$ cat src/rtl/median_7_seq_ctrl.sv
// Sequential 7-word sorter: one compare-exchange per cycle over a fixed 16-step network.
// Define MEDIAN7_PERF_CNT_EN to add the 16-bit jobs_done handshake counter.
module median_7_seq_ctrl #(
    parameter int unsigned DATA_W = 32
) (
    input  logic              clk,
    input  logic              rst_n,
    input  logic              flush,
    input  logic              in_valid,
    output logic              in_ready,
    input  logic [DATA_W-1:0] data_0,
    input  logic [DATA_W-1:0] data_1,
    input  logic [DATA_W-1:0] data_2,
    input  logic [DATA_W-1:0] data_3,
    input  logic [DATA_W-1:0] data_4,
    input  logic [DATA_W-1:0] data_5,
    input  logic [DATA_W-1:0] data_6,
    output logic              out_valid,
    input  logic              out_ready,
    output logic [DATA_W-1:0] sort_0,
    output logic [DATA_W-1:0] sort_1,
    output logic [DATA_W-1:0] sort_2,
    output logic [DATA_W-1:0] sort_3,
    output logic [DATA_W-1:0] sort_4,
    output logic [DATA_W-1:0] sort_5,
    output logic [DATA_W-1:0] sort_6,
    output logic              busy
`ifdef MEDIAN7_PERF_CNT_EN
    ,
    output logic [15:0]       jobs_done
`endif
);

    typedef enum logic [1:0] {StIdle, StRun, StDone} state_e;

    state_e            state_q;
    logic [3:0]        step_q;
    logic [DATA_W-1:0] w_q [7];
    logic              in_ready_q, out_valid_q, busy_q;

    logic [2:0]        idx_lo, idx_hi;
    logic [DATA_W-1:0] lo_val, hi_val;
    logic              do_swap;

    // Optimal 7-input sorting network, serialised one comparator per step.
    always_comb begin
        idx_lo = 3'd0;
        idx_hi = 3'd0;
        case (step_q)
            4'd0:  begin idx_lo = 3'd0; idx_hi = 3'd6; end
            4'd1:  begin idx_lo = 3'd2; idx_hi = 3'd3; end
            4'd2:  begin idx_lo = 3'd4; idx_hi = 3'd5; end
            4'd3:  begin idx_lo = 3'd0; idx_hi = 3'd2; end
            4'd4:  begin idx_lo = 3'd1; idx_hi = 3'd4; end
            4'd5:  begin idx_lo = 3'd3; idx_hi = 3'd6; end
            4'd6:  begin idx_lo = 3'd0; idx_hi = 3'd1; end
            4'd7:  begin idx_lo = 3'd2; idx_hi = 3'd5; end
            4'd8:  begin idx_lo = 3'd3; idx_hi = 3'd4; end
            4'd9:  begin idx_lo = 3'd1; idx_hi = 3'd2; end
            4'd10: begin idx_lo = 3'd4; idx_hi = 3'd6; end
            4'd11: begin idx_lo = 3'd2; idx_hi = 3'd3; end
            4'd12: begin idx_lo = 3'd4; idx_hi = 3'd5; end
            4'd13: begin idx_lo = 3'd1; idx_hi = 3'd2; end
            4'd14: begin idx_lo = 3'd3; idx_hi = 3'd4; end
            default: begin idx_lo = 3'd5; idx_hi = 3'd6; end
        endcase
        lo_val  = w_q[idx_lo];
        hi_val  = w_q[idx_hi];
        do_swap = lo_val > hi_val;
    end

    always_ff @(posedge clk or negedge rst_n) begin
        if (!rst_n) begin
            state_q     <= StIdle;
            step_q      <= 4'd0;
            in_ready_q  <= 1'b1;
            out_valid_q <= 1'b0;
            busy_q      <= 1'b0;
            for (int i = 0; i < 7; i++) w_q[i] <= '0;
        end else if (flush) begin
            state_q     <= StIdle;
            in_ready_q  <= 1'b1;
            out_valid_q <= 1'b0;
            busy_q      <= 1'b0;
        end else begin
            case (state_q)
                StIdle: begin
                    if (in_valid) begin
                        w_q[0]     <= data_0;
                        w_q[1]     <= data_1;
                        w_q[2]     <= data_2;
                        w_q[3]     <= data_3;
                        w_q[4]     <= data_4;
                        w_q[5]     <= data_5;
                        w_q[6]     <= data_6;
                        step_q     <= 4'd0;
                        state_q    <= StRun;
                        in_ready_q <= 1'b0;
                        busy_q     <= 1'b1;
                    end
                end
                StRun: begin
                    if (do_swap) begin
                        w_q[idx_lo] <= hi_val;
                        w_q[idx_hi] <= lo_val;
                    end
                    step_q <= step_q + 4'd1;
                    if (step_q == 4'd15) begin
                        state_q     <= StDone;
                        busy_q      <= 1'b0;
                        out_valid_q <= 1'b1;
                    end
                end
                StDone: begin
                    if (out_ready) begin
                        state_q     <= StIdle;
                        out_valid_q <= 1'b0;
                        in_ready_q  <= 1'b1;
                    end
                end
                default: begin
                    state_q     <= StIdle;
                    in_ready_q  <= 1'b1;
                    out_valid_q <= 1'b0;
                    busy_q      <= 1'b0;
                end
            endcase
        end
    end

`ifdef MEDIAN7_PERF_CNT_EN
    logic [15:0] jobs_done_q;

    // Flush wins over a same-cycle handshake, so it never counts.
    always_ff @(posedge clk or negedge rst_n) begin
        if (!rst_n) begin
            jobs_done_q <= 16'd0;
        end else if (!flush && out_valid_q && out_ready) begin
            jobs_done_q <= jobs_done_q + 16'd1;
        end
    end

    assign jobs_done = jobs_done_q;
`endif

    assign in_ready  = in_ready_q;
    assign out_valid = out_valid_q;
    assign busy      = busy_q;
    assign sort_0    = w_q[0];
    assign sort_1    = w_q[1];
    assign sort_2    = w_q[2];
    assign sort_3    = w_q[3];
    assign sort_4    = w_q[4];
    assign sort_5    = w_q[5];
    assign sort_6    = w_q[6];

endmodule

$ cat config.mk
export PLATFORM = sky130hd
export DESIGN_NAME = median_7_seq_ctrl
export DESIGN_NICKNAME = d
export VERILOG_FILES = /design/src/rtl/median_7_seq_ctrl.sv
export SDC_FILE = /design/constraint.sdc
export NUM_CORES = 1
export LEC_CHECK = 0
export BUFFER_PORTS_ARGS = -buffer_cell sky130_fd_sc_hd__buf_2
export CAP_MARGIN = 40
export CORE_MARGIN = 2
export CORE_UTILIZATION = 42
export CTS_BUF_LIST = sky130_fd_sc_hd__clkbuf_8 sky130_fd_sc_hd__clkbuf_16
export DETAILED_ROUTE_END_ITERATION = 7
export PLACE_DENSITY_LB_ADDON = 0.3
export SETUP_SLACK_MARGIN = 0.2
export SLEW_MARGIN = 40
export SYNTH_ARGS = -nofsm -noshare
export SYNTH_HDL_FRONTEND = slang
export SYNTH_SLANG_ARGS = --single-unit
$ cat constraint.sdc
create_clock -name clk -period 7.5 [get_ports clk]
set_input_delay 1.5 -clock clk [delete_from_list [all_inputs] [get_ports clk]]
set_output_delay 1.5 -clock clk [all_outputs]
set_load 0.05 [all_outputs]
==> results of run 1 <==
kinds of logic after synthesis:
kind of cell / Yosys count
compound gates: 833
simple gates: 701
buf+inv: 268
flops: 233
mux: 56
fa+ha+maj: 40
xor+xnor: 3
cell usage in the layout (no fill, tap or decap), types with 12 or more instances in the layout:
| cell type | instances |
|---|---|
| o22ai_1 | 15 |
| o221a_2 | 27 |
| o211ai_1 | 42 |
| a21oi_1 | 109 |
| dfrtp_1 | 232 |
| nand3_1 | 26 |
| nor3_1 | 20 |
| buf_4 | 71 |
| o21ai_0 | 38 |
| buf_2 | 454 |
| clkbuf_16 | 27 |
| mux2_2 | 17 |
| nand4_1 | 13 |
| nor2_1 | 245 |
| inv_1 | 55 |
| o221ai_1 | 14 |
| a222oi_1 | 30 |
| o31ai_1 | 187 |
| a221oi_1 | 150 |
| ha_1 | 40 |
| a211oi_1 | 27 |
| o22a_1 | 14 |
| mux2i_1 | 34 |
| nand2_1 | 314 |
| a2bb2oi_1 | 15 |
| a21o_1 | 12 |
| nor2_2 | 12 |
| a31oi_1 | 17 |
worst max-delay path, stage by stage (launching register included):
cell,delay [ps]
dfrtp_1,540
inv_1,180
ha_1,500
mux4_2,880
nand3_1,210
buf_4,290
o22ai_1,170
nor4b_4,610
inv_1,130
ha_1,360
and4_1,260
nand4_1,170
a2111o_1,450
a31oi_2,240
buf_4,330
o22a_2,430
buf_4,380
nor2_1,80
a21oi_1,140
registers in the layout (all words and copies together) (netlist names), 2 cells and up:
name / flops
sort_6: 32
sort_2: 32
sort_3: 32
sort_0: 32
sort_4: 32
sort_1: 32
step_q: 4
state_q: 2
sort_5: 32
per-layer routing:
metal | up-vias | routed length (um) | track usage (%)
li1 | 8950 | - | -
met1 | 10067 | 34190 | 51.26
met2 | 1757 | 39070 | 59.51
met3 | 358 | 12110 | 10.73
met4 | 0 | 5334 | 21.47
met5 | - | 0 | 0
worst min path at each step:
| stage | cells after the start | start | to |
|---|---|---|---|
| after floorplan | 2 | state_q[0]$_DFFE_PN0P_ | busy$_DFFE_PN0P_ |
| after global placement | 2 | sort_3[20]$_DFFE_PN0P_ | sort_3[20]$_DFFE_PN0P_ |
| after detailed placement | 2 | sort_3[20]$_DFFE_PN0P_ | sort_3[20]$_DFFE_PN0P_ |
| after CTS | 2 | sort_4[26]$_DFFE_PN0P_ | sort_4[26]$_DFFE_PN0P_ |
| after global routing | 2 | sort_4[14]$_DFFE_PN0P_ | sort_4[14]$_DFFE_PN0P_ |
| final | 2 | sort_4[26]$_DFFE_PN0P_ | sort_4[26]$_DFFE_PN0P_ |
final cells by class:
| class | instances | share of cell area, % |
|---|---|---|
| multi-input combinational | 1633 | 51.16 |
| timing repair buffer | 536 | 13.68 |
| inverter | 54 | 0.9334 |
| sequential | 233 | 26.86 |
| tap | 539 | 3.106 |
| clock buffer | 32 | 3.428 |
| clock inverter | 16 | 0.8297 |
stage by stage:
step           worst slack (ps)  utilization, %  hold WS (ps)
2_1_floorplan              2699               -         601.7
3_5_place_dp               1111           49.16         528.9
5_1_grt                   689.9           51.43         576.9
4_1_cts                    1105           51.35         544.0
6_report                   1007           51.43         537.5
3_3_place_gp               1258           49.05         497.7
==> impl_metrics.py, run 1 <==
metrics = {
    "status": {
        "status": "complete, but fails checks",
        "violations": "DRC",
    },
    "worst_setup_path": {
        "rr_startpoint": "step_q[0]$_DFFE_PN0P_",
        "critPathKind": "reg -> reg",
        "r2r_setup_slack_ps": 1010,
        "crit_required_ps": 7990,
        "ff2ff_path_depth": 18,
        "endpoint_kind": "flip-flop",
        "setup.worst_path.start": "step_q[0]$_DFFE_PN0P_",
        "crit_path_end": "sort_6[17]$_DFFE_PN0P_",
        "worstPathArrival_ps": 6990,
        "cp-start-kind": "flip-flop",
        "cp_max_fo": 27,
        "r2r_end": "sort_6[17]$_DFFE_PN0P_",
    },
    "yosys": {
        "synth_compound_area_share_pct": 36.61,
        "synth_top_area_cell": "dfrtp_1",
        "yosysTopAreaCellShare_pct": 32.14,
        "seq_area_frac_synth_pct": 32.28,
        "ys_seq_elements": 233,
        "synth_top_family_by_area": "compound AO/OA/AOI/OAI gates",
        "ys_async_sr_fraction_pct": 100.0,
        "synth-edff-count": 0,
        "synthTopCellsByCount": "nand2_1 (314), nor2_1 (247), dfrtp_1 (232), o31ai_1 (187), a221oi_1 (150)",
        "synth-simple-area-share_pct": 17.41,
        "ys_warn_count": 0,
        "syn-cell-area_sq_um": 18060,
        "synth_cell_types": 97,
        "synthCells": 2134,
        "synthMostInstantiatedCell": "nand2_1",
        "synth_xor_xnor_area_share_pct": 0.2286,
        "synth_mux_area_share_pct": 3.477,
        "syn_avg_cell_area_sq_um": 8.465,
        "synthAdderAreaFrac_pct": 2.770,
        "synth_fp_nets": 2403,
        "synthTopCellsByArea": "dfrtp_1 (32%), o31ai_1 (7.8%), a221oi_1 (7.3%), nand2_1 (6.5%), nor2_1 (5.1%)",
        "synthFlopType": "dfrtp_1",
    },
    "routing": {
        "first_pass_iters": 8,
        "ant_nets": 0,
        "wl_um": 90710,
        "drtIter0Drc": 3454,
        "via_count": 21132,
        "vias_per_cell": 6.944,
        "wl_per_cell_um": 29.81,
        "drc": 14,
    },
    "sta": {
        "setup_tns_ps": 0,
        "tightest_slew_ps": 951.8,
        "clock_skew_ps": 21.22,
        "slew_headroom_pct": 36.48,
        "hold_violations": 0,
        "fin_crit_ps": 6493,
        "min_period_over_period_pct": 86.58,
        "max_freq_ghz": 0.1540,
        "rsz0062_at_grt": "false",
        "finalMaxSlewViolations": 0,
        "finalSetupViolCount": 0,
    },
    "cells_and_area": {
        "multiInputGateArea_sq_um": 11110,
        "fillers": 4021,
        "diodes": 0,
        "fin_nets": 2754,
        "area_growth_pct": 20.21,
        "final_cell_area_sq_um": 21720,
        "fin_cells": 3043,
        "drive_gt1_share_pct": 29.19,
        "seq_area_sq_um": 5832,
    },
    "floorplanning": {
        "dieArea_sq_um": 44690,
        "row_count": 75,
        "io_pins": 456,
        "start_util_pct": 42.78,
        "die_w_um": 211.4,
        "die_h_um": 211.4,
        "core-area_sq_um": 42230,
    },
    "global_route": {
        "grt_pass1_wl_um": 131700,
        "grt_max_degree": 112,
        "grt_usage_pct": 39.42,
        "first_global_vias": 20163,
        "antenna_found_initial": 0,
        "grt_overflow": 0,
    },
    "place": {
        "dp_cells": 2993,
        "dpl-instance-area_sq_um": 20760,
        "port_buffers": 455,
        "hpwl_um": 65390,
        "gp_congestion": 1.061,
    },
    "run": {
        "drv_cap": 0,
    },
    "clock_tree": {
        "post-cts-setup-buffers": 0,
        "clock_sinks": 233,
        "cts_hold_buf": 0,
        "root_buffer": "clkbuf_16",
        "clk_latency_ps": 580,
        "cts_tree": "yes",
        "cts.repair.resized": 0,
        "numCtsBuffers": 27,
        "clock_path_buffers": 3,
        "htreeDepth": 1,
        "clk_pin_slew_worst_paths_ps": 60,
    },
    "min_path": {
        "min_path_type": "reg -> reg",
    },
}
Power of run 1 is not shown: default switching activity piles up to over one toggle a cycle in this logic, so the estimate is an artifact.
==> run 2: changes to the inputs <==
==> constraint.sdc (replaced) <==
create_clock -name clk -period 7.5 [get_ports clk]
set_input_delay 1.125 -clock clk [delete_from_list [all_inputs] [get_ports clk]]
set_output_delay 1.125 -clock clk [all_outputs]
set_load 0.05 [all_outputs]
==> run 2 against run 1 <==
  * The run now ends clean
  * Sequential share of layout area about the same
  * Critical endpoint is now sort_0[31]$_DFFE_PN0P_
  * Largest cell class unchanged
  * Hold slack worse by 95 ps
  * Clock-buffer cell count rose by 3
  * Die area stayed put
  * Critical path depth did not move
  * Cell count is essentially flat
==> impl_metrics.py, run 2 (synthesis gave the netlist of run 1 again) <==
metrics = {
    "floorplanning": {
        "die_w_um": 211.4,
        "start_util_pct": 42.78,
        "die_h_um": 211.4,
        "row_count": 75,
        "dieArea_sq_um": 44690,
        "core-area_sq_um": 42230,
        "io_pins": 456,
    },
    "sta": {
        "finalMaxSlewViolations": 0,
        "tightest_slew_ps": 895.3,
        "rsz0062_at_grt": "false",
        "setup_tns_ps": 0,
        "max_freq_ghz": 0.1527,
        "slew_headroom_pct": 40.25,
        "finalSetupViolCount": 0,
        "setup_slack_ps": 952.2,
        "clock_skew_ps": 31.74,
        "hold_violations": 0,
        "min_period_over_period_pct": 87.30,
        "fin_crit_ps": 6548,
    },
    "global_route": {
        "antenna_found_initial": 1,
        "grt_usage_pct": 39.10,
        "grt_pass1_wl_um": 130800,
        "first_global_vias": 19991,
        "grt_overflow": 0,
        "grt_max_degree": 118,
    },
    "routing": {
        "drtIter0Drc": 3627,
        "drc": 0,
        "wl_per_cell_um": 29.99,
        "first_pass_iters": 8,
        "ant_nets": 0,
        "via_count": 21256,
        "wl_um": 91330,
        "vias_per_cell": 6.981,
    },
    "place": {
        "hpwl_um": 65560,
        "dp_worst_setup_slack_ps": 1106,
        "dp_cells": 2994,
        "port_buffers": 455,
        "gp_congestion": 1.058,
    },
    "worst_setup_path": {
        "ff2ff_path_depth": 18,
        "cp_max_fo": 36,
        "critPathKind": "reg -> reg",
        "cp-start-kind": "flip-flop",
        "r2r_setup_slack_ps": 950,
        "endpoint_kind": "flip-flop",
        "worstPathArrival_ps": 7020,
        "r2r_end": "sort_0[31]$_DFFE_PN0P_",
        "crit_required_ps": 7970,
        "setup.worst_path.start": "step_q[0]$_DFFE_PN0P_",
        "crit_path_end": "sort_0[31]$_DFFE_PN0P_",
        "rr_startpoint": "step_q[0]$_DFFE_PN0P_",
    },
    "status": {
        "status": "completed",
    },
    "clock_tree": {
        "clk_pin_slew_worst_paths_ps": 60,
        "post-cts-setup-buffers": 0,
        "numCtsBuffers": 27,
        "cts_tree": "yes",
        "clk_latency_ps": 590,
        "cts.repair.resized": 0,
        "root_buffer": "clkbuf_16",
        "clock_path_buffers": 3,
        "clock_sinks": 233,
        "htreeDepth": 1,
        "cts_hold_buf": 0,
    },
    "cells_and_area": {
        "area_growth_pct": 20.28,
        "final_common_cell": "buf_2",
        "fin_cells": 3045,
        "diodes": 0,
        "fillers": 3982,
        "drive_gt1_share_pct": 29.21,
        "fin_nets": 2754,
        "mostFrequentLayoutCells": "buf_2 (454), nand2_1 (314), nor2_1 (245)",
    },
    "min_path": {
        "min_path_type": "in -> async",
    },
    "run": {
        "drv_cap": 0,
    },
}
## run 2: cell count changes in the layout (fill, tap and decap cells not counted), sizes merged
cell / before / now
clkbuf: 32 / 35
inv: 57 / 60
bufinv: 4 / 2
clkinv: 7 / 6
clkinvlp: 2 / 1
## run 2: how the worst min path moves through the flow
stage | end | slack [ps]
2_1_floorplan | busy$_DFFE_PN0P_ | 600
3_3_place_gp | sort_3[20]$_DFFE_PN0P_ | 500
3_5_place_dp | sort_4[26]$_DFFE_PN0P_ | 520
4_1_cts | sort_4[28]$_DFFE_PN0P_ | 460
5_1_grt | sort_4[28]$_DFFE_PN0P_ | 480
6_report | sort_4[28]$_DFFE_PN0P_ | 440
## run 2: area by class of cell
type	count	area (sq um)	share of cell area, %
clock inverters	15	120.1	0.5528
multi-input cells	1633	11120	51.16
repair buffers	536	2997	13.79
inverters	54	202.7	0.9329
flip-flops and latches	233	5832	26.84
well taps	539	674.4	3.104
clock buffers	35	785.8	3.616
## run 2: routing by layer
layer | vias up | share of wire (%) | wire (um) | track usage (%)
li1 | 8952 | - | - | -
met1 | 10086 | 38 | 34420 | 51.34
met2 | 1832 | 43 | 39330 | 59.17
met3 | 386 | 13 | 11970 | 9.776
met4 | 0 | 6.1 | 5607 | 21.10
met5 | - | 0 | 0 | 0
## run 2: critical path: stages, from the launching register on
cell and delay [ps]:
dfrtp_1 530, inv_1 180, ha_1 490, mux4_2 880
nand3_1 210, buf_4 310, o22ai_1 160, nor4b_4 680
inv_1 110, ha_1 360, and4_1 270, nand4_1 170
nor4bb_1 520, a211oi_4 80, buf_4 250, o21ai_4 650
buf_12 310, nand2_1 90, o31ai_1 80
## run 2: stage by stage
stage | utilization, % | instance area (sq um) | hold slack [ps]
finish | 51.45 | 21730 | 442.1
CTS | 51.37 | 21690 | 458.7
global placement | 49.07 | 20720 | 496.7
detailed placement | 49.22 | 20780 | 524.8
floorplan | - | 18060 | 601.7
global route | 51.45 | 21730 | 482.9
Power of run 2 is left out for the same reason.
